`src/rtl/sindoku_uart_dump.sv`:
```
`default_nettype none
// ============================================================================
// Module   : sindoku_uart_dump
// Brief    : Reads the 9x9 sindoku grid through its cell read port and sends it
//            to the host as 99 ASCII bytes (9 cells + CR LF per row), 8N1.
// Revision : 1.0 - initial release
// ============================================================================
module sindoku_uart_dump #(
    parameter int CLKS_PER_BIT = 868,
    parameter int GAP_CYCLES   = 2
) (
    input  logic       board_clk,
    input  logic       Reset,
    input  logic       start,
    output logic [3:0] rd_i,
    output logic [3:0] rd_j,
    input  logic [3:0] rd_value,
    output logic       TxD,
    output logic       busy,
    output logic       done
);

    localparam int CNT_MAX = (CLKS_PER_BIT > GAP_CYCLES) ? CLKS_PER_BIT : GAP_CYCLES;
    localparam int CW      = $clog2(CNT_MAX);

    localparam logic [CW-1:0] C_BAUD_LAST = CW'(CLKS_PER_BIT - 1);
    // FETCH absorbs all gap cycles but the final LOAD one; the address is held, so
    // rd_value stays valid however long FETCH lasts.
    localparam logic [CW-1:0] C_GAP_LAST  = CW'(GAP_CYCLES - 2);
    localparam logic [7:0]    C_CR        = 8'h0D;
    localparam logic [7:0]    C_LF        = 8'h0A;
    localparam logic [3:0]    C_LAST_ROW  = 4'd8;
    localparam logic [3:0]    C_K_LF      = 4'd10;

    typedef enum logic [2:0] {
        S_IDLE  = 3'd0,
        S_FETCH = 3'd1,
        S_LOAD  = 3'd2,
        S_START = 3'd3,
        S_DATA  = 3'd4,
        S_STOP  = 3'd5
    } state_t;

    state_t          state_q, state_d;
    logic [CW-1:0]   cnt_q, cnt_d;
    logic [2:0]      bit_q, bit_d;
    logic [3:0]      k_q, k_d;
    logic [3:0]      r_q, r_d;
    logic [3:0]      c_q, c_d;
    logic [7:0]      shift_q, shift_d;
    logic            txd_q, txd_d;
    logic            busy_q, busy_d;
    logic            done_q, done_d;
    logic [3:0]      rd_i_q, rd_i_d;
    logic [3:0]      rd_j_q, rd_j_d;
    logic            w_baud_last;

    function automatic logic [7:0] map_cell(input logic [3:0] v);
        if (v == 4'd0)
            return 8'h2E;
        else if (v <= 4'd9)
            return 8'h30 + {4'h0, v};
        else
            return 8'h3F;
    endfunction

    assign w_baud_last = (cnt_q == C_BAUD_LAST);

    always_comb begin
        state_d = state_q;
        cnt_d   = cnt_q;
        bit_d   = bit_q;
        k_d     = k_q;
        r_d     = r_q;
        c_d     = c_q;
        shift_d = shift_q;
        txd_d   = txd_q;
        busy_d  = busy_q;
        done_d  = 1'b0;
        rd_i_d  = rd_i_q;
        rd_j_d  = rd_j_q;

        case (state_q)
            S_IDLE: begin
                // A start coinciding with done is dropped so one pulse never yields two dumps.
                if (start && !done_q) begin
                    state_d = S_FETCH;
                    busy_d  = 1'b1;
                    cnt_d   = '0;
                    r_d     = '0;
                    c_d     = '0;
                    k_d     = '0;
                    rd_i_d  = '0;
                    rd_j_d  = '0;
                end
            end
            S_FETCH: begin
                if (cnt_q == C_GAP_LAST) begin
                    state_d = S_LOAD;
                    cnt_d   = '0;
                end else begin
                    cnt_d = cnt_q + CW'(1);
                end
            end
            S_LOAD: begin
                if (k_q < 4'd9)
                    shift_d = map_cell(rd_value);
                else if (k_q == 4'd9)
                    shift_d = C_CR;
                else
                    shift_d = C_LF;
                txd_d   = 1'b0;
                cnt_d   = '0;
                state_d = S_START;
            end
            S_START: begin
                if (w_baud_last) begin
                    cnt_d   = '0;
                    bit_d   = '0;
                    txd_d   = shift_q[0];
                    shift_d = {1'b0, shift_q[7:1]};
                    state_d = S_DATA;
                end else begin
                    cnt_d = cnt_q + CW'(1);
                end
            end
            S_DATA: begin
                if (w_baud_last) begin
                    cnt_d = '0;
                    if (bit_q == 3'd7) begin
                        bit_d   = '0;
                        txd_d   = 1'b1;
                        state_d = S_STOP;
                    end else begin
                        bit_d   = bit_q + 3'd1;
                        txd_d   = shift_q[0];
                        shift_d = {1'b0, shift_q[7:1]};
                    end
                end else begin
                    cnt_d = cnt_q + CW'(1);
                end
            end
            S_STOP: begin
                if (w_baud_last) begin
                    cnt_d = '0;
                    if (r_q == C_LAST_ROW && k_q == C_K_LF) begin
                        state_d = S_IDLE;
                        busy_d  = 1'b0;
                        done_d  = 1'b1;
                        r_d     = '0;
                        c_d     = '0;
                        k_d     = '0;
                    end else begin
                        state_d = S_FETCH;
                        if (k_q == C_K_LF) begin
                            k_d = '0;
                            r_d = r_q + 4'd1;
                            c_d = '0;
                        end else begin
                            k_d = k_q + 4'd1;
                            c_d = (k_q < 4'd8) ? (k_q + 4'd1) : c_q;
                        end
                        rd_i_d = r_d;
                        rd_j_d = c_d;
                    end
                end else begin
                    cnt_d = cnt_q + CW'(1);
                end
            end
            default: begin
                state_d = S_IDLE;
                busy_d  = 1'b0;
                txd_d   = 1'b1;
            end
        endcase
    end

    always_ff @(posedge board_clk or posedge Reset) begin
        if (Reset) begin
            state_q <= S_IDLE;
            cnt_q   <= '0;
            bit_q   <= '0;
            k_q     <= '0;
            r_q     <= '0;
            c_q     <= '0;
            shift_q <= '0;
            txd_q   <= 1'b1;
            busy_q  <= 1'b0;
            done_q  <= 1'b0;
            rd_i_q  <= '0;
            rd_j_q  <= '0;
        end else begin
            state_q <= state_d;
            cnt_q   <= cnt_d;
            bit_q   <= bit_d;
            k_q     <= k_d;
            r_q     <= r_d;
            c_q     <= c_d;
            shift_q <= shift_d;
            txd_q   <= txd_d;
            busy_q  <= busy_d;
            done_q  <= done_d;
            rd_i_q  <= rd_i_d;
            rd_j_q  <= rd_j_d;
        end
    end

    assign TxD  = txd_q;
    assign busy = busy_q;
    assign done = done_q;
    assign rd_i = rd_i_q;
    assign rd_j = rd_j_q;

endmodule
`default_nettype wire
```
`config.mk`:
```
export PLATFORM = sky130hd
export DESIGN_NAME = sindoku_uart_dump
export DESIGN_NICKNAME = d
export VERILOG_FILES = /design/src/rtl/sindoku_uart_dump.sv
export SDC_FILE = /design/constraint.sdc
export NUM_CORES = 1
export LEC_CHECK = 0
export ABC_AREA = 1
export BUFFER_PORTS_ARGS = -buffer_cell sky130_fd_sc_hd__buf_2
export CAP_MARGIN = 20
export CORE_MARGIN = 2
export CORE_UTILIZATION = 50
export CTS_CLUSTER_DIAMETER = 40
export CTS_CLUSTER_SIZE = 16
export DETAILED_ROUTE_END_ITERATION = 16
export GPL_TIMING_DRIVEN = 0
export HOLD_SLACK_MARGIN = 0.08
export PLACE_DENSITY = 0.7
export SKIP_LAST_GASP = 1
export SLEW_MARGIN = 40
export SYNTH_ARGS = -nofsm -noshare
export SYNTH_HDL_FRONTEND = slang
export SYNTH_SLANG_ARGS = --single-unit
```
`constraint.sdc`:
```
create_clock -name board_clk -period 1.7 [get_ports board_clk]
set_clock_uncertainty 0.05 [all_clocks]
set_input_delay 0.34 -clock board_clk [delete_from_list [all_inputs] [get_ports board_clk]]
set_output_delay 0.34 -clock board_clk [all_outputs]
set_load 0.005 [all_outputs]
```
==> results.txt <==
- Outcome: finished clean
* Final HPWL DP: ~4.2 mm
* Max capacitance violation total: 0
- Fill cell instance count of the final layout: roughly 500
- Vias after detailed routing: about 2500
- Number of nets with antenna violations after detailed routing: 0
- Critical path launch point type: flip-flop
* CTS H-Tree Depth: 2
- Critical Setup Path Class: reg -> reg
* Max Transition Viols Final: 0
- Number of flops mapped to enable cells by yosys: 0
- Average cell area after synthesis: ~7.3 um^2
- Clock period minus worst slack: approximately 1700 ps
* Count of unique library cells instantiated by Yosys: 32
* Cell area after placement: between 0.002 and 0.003 mm^2
* Most frequent cells after synthesis: 138 x nand2_1, 44 x dfrtp_1, 37 x inv_1, 33 x nand3_1, 30 x nor2_1
- Measured along the y axis, the die boundary spans between 70 and 80 um.
* Critical register-to-register path startpoint: k_q[0]$_DFFE_PP0P_
- Global-route wire length before repair: around 11 mm
- Cells with a size suffix above 1 make up between 20% and 30% of the layout.
- With fillers left out, the area of the finished cells amounts to ~0.0034 mm^2.
- The tightest min-delay check is of the in -> reg type.
- Clock latency on the worst-skew pair, taken at its later pin, is 300 ps.
* Iteration-0 DRC count of the detailed router: around 120
* Top Ports: 18
- Setup violations remaining at the end of the flow were counted as 0.
* Number of antenna repair diodes: 0
- Drc violations: 0
- For hold timing, the worst endpoint is shift_q[0]$_DFFE_PP0P_.
- Slew margin rel.: 79.1%
- Average wire per standard cell: approximately 13 um
* Post-Syn Instances: between 300 and 400
- Total Negative Setup Slacks: 0 ps
- Area delta synth->final: 22.3%
- For this run, the post-layout net count is ~440.
* Final cycle utilization of the critical path: a little over nine tenths
- The analysis attributes to cell leakage a power of 1.75 nW.
* Number of cells traversed by the worst register-to-register path: 9
- In this run the most critical hold path is launched from rd_value[0].
- At the worst endpoint, the required time is around 1800 ps.
- Global routing used between 20% and 30% of the available tracks.
- Hold timing on the final database bottoms out at a slack of ~370 ps.
- Delay contributed by the slowest stage of the critical path: between 400 and 500 ps
* Count of placed standard cells in the final layout, fillers left out: a little under 500
* Sequential-to-total area share from yosys stat: slightly above 40%
- Floorplan row count: 27
- In this run, CTS created clock tree buffers numbering 5.
- Including well taps, the total number of placed cells is 469.
- Wirelength, routed: roughly 6.3 mm
* Clock sink count: between 40 and 50
- The floorplan step defined a core boundary enclosing 0.00541 mm^2.
- Synthesis inferred 45 register bits.
- Final Hold Vio Count: 0
- The synthesized netlist occupies a cell area of 0.00276 mm^2.
* Vias in the first global route: between 2000 and 2500
- Buffers added on ports: 17
- Most Frequent Cell on Critical Path: nand2_1
* Proportion of register bits with asynchronous set or reset after synthesis: 100%
- Summed over all instances, the cell type with the most area after synthesis is dfrtp_1.
- The largest individual stage delay along the critical path comes from the cell dfrtp_2.
- Number of warnings issued by yosys: 0
- Primary flip-flop cell chosen by synthesis mapping: dfrtp_1
* Top cells by area, synth: dfrtp_1 40%, nand2_1 19%, nand3_1 6.0%
- Global routing finished with a remaining overflow of 0.
* Actual transition at the worst max-transition pin: around 310 ps
- Yosys instantiated no cell more often than nand2_1.
* Initial cell density of the core: 51.1%
* Series of cell instances along the critical path: inv_1 > ha_1 > nand3_4 > nor2_4 > nor2_2 > nor2_1 > nand2_1 > nand2_1 > nand2_1
- Signal arrival time at the worst endpoint: between 1500 and 2000 ps
- Entering global routing, the biggest net connects 31 pins.
* First-pass iteration count of the detailed router: 4
- Setup repair after global routing could not meet its margin everywhere.
* Post-detailed-route via-to-cell ratio: 5.14
* Cell depth of the worst min-delay path: 5
- Clock transition at path regs: roughly 80 ps
* Maximum root-to-sink buffer count: 2
* Worst reg-to-reg setup slack: 20 ps
* Worst vdd rail ir drop: 0.342 mV
* RePlAce Congestion: roughly 0.86
- Antenna violations before repair: 0
* Power density over the cells: between 500 and 600 mW/mm^2
- Worst flop-to-flop path endpoint: busy$_DFFE_PP0P_
- The die covers 0.00614 mm^2.
- Proportion of netlist area held by the largest area contributor: roughly 40%
- In this run the clock root is driven by a clkbuf_8.
* Horizontal extent of the die: a little under 80 um
- Total nets after synthesis: ~400
* Crit. End Element: flip-flop
* Clock tree from TritonCTS: yes
- Static timing analysis puts the maximum clock frequency at approximately 600 MHz.
- Crit-path max FO: 6
-- flip-flops by register name, indices dropped and copies added, names as in the netlist --
signal	flops
cnt_q	10
shift_q	6
c_q	4
k_q	4
r_q	4
rd_i	4
rd_j	4
bit_q	3
state_q	3
TxD	1
busy	1
done	1
-- final cells by class --
cell class	count	area (um^2)	area share (%)
Clock inverter	1	5.00	0.148
Multi-Input combinational cell	287	1580	46.8
Inverter	41	156	4.63
Timing Repair Buffer	36	260	7.70
Tap cell	72	90.1	2.66
Clock buffer	7	96.3	2.85
Buffer	6	61.3	1.81
Sequential cell	45	1130	33.4
-- power breakdown --
group	total, mW	switching [mW]	internal, mW
Sequential	1.08	0.00352	1.08
Combinational	0.0586	0.0382	0.0204
Clock	0.727	0.360	0.368
-- logic make-up after synthesis --
kind of cell / after synthesis / synth area share (%)
compound gates: 43 / 9.51
xor+xnor: 5 / 1.58
fa+ha+maj: 10 / 4.53
buf+inv: 47 / 7.65
flops: 45 / 40.8
simple gates: 229 / 35.9
-- worst max-delay path by stage --
stage,endpoint,cells after the start,slack [ps],start
after detailed placement,rd_i[2]$_DFFE_PP0P_,8,-230,cnt_q[0]$_DFFE_PP0P_
after global routing,busy$_DFFE_PP0P_,9,-100,k_q[0]$_DFFE_PP0P_
final,busy$_DFFE_PP0P_,9,20,k_q[0]$_DFFE_PP0P_
after global placement,rd_i[0]$_DFFE_PP0P_,2,-370,Reset
after CTS,busy$_DFFE_PP0P_,9,4,k_q[0]$_DFFE_PP0P_
after floorplan,rd_i[0]$_DFFE_PP0P_,8,80,cnt_q[0]$_DFFE_PP0P_
-- cells in the final DEF (no fill, tap or decap), types with 2 or more instances in the layout --
cell type and instances:
a21oi_4 2, a21boi_0 2, nand3b_1 2, a21oi_1 7, nor2_2 6, nor2_4 5
nor2_1 23, inv_1 32, buf_2 18, ha_1 7, nand2_2 11, clkbuf_8 7
nand3_1 30, nand2_4 3, nor3b_1 2, or2_2 2, inv_2 8, buf_4 17
dfrtp_1 42, o211ai_1 4, nand3_4 3, ha_4 2, nand3_2 4, o21bai_1 2
nand2_1 129, dfrtp_2 2, o21ai_2 3, o21ai_0 20, nand4_1 7, buf_6 3
xor2_1 4
-- metal layers --
layer,GRT usage (%),routed length [um]
met1,26.8,2910
met4,3.86,44
met5,0,0
met3,3.56,166
met2,37.7,3180
-- per-stage QoR --
step | total power, mW | util, % | setup WS (ps)
finish | 1.87 | 62.5 | 23.2
global route | 1.94 | 62.5 | -98.0
CTS | 1.89 | 58.8 | 3.58
detailed placement | 1.16 | 54.8 | -226
floorplan | 1.13 | - | 77.5
global placement | 1.15 | 54.4 | -371
-- critical path, delay by kind of cell, from the launching register on --
kind,cells,cell delay [ps]
buffers and inverters,1,130
flip-flops,1,460
AND/OR/NAND/NOR,7,710
adder cells (fa/ha/maj),1,230
-- repair_timing --
item	4_1_cts	5_1_grt
pin swaps	2	7
cloned	0	1
gates resized for setup	10	34
setup endpoints to repair	30	40
endpoints found under the hold margin	15	0
buffers inserted	9	7
hold buffers	1	0
Note: power is estimated with default switching activity, not from simulation.
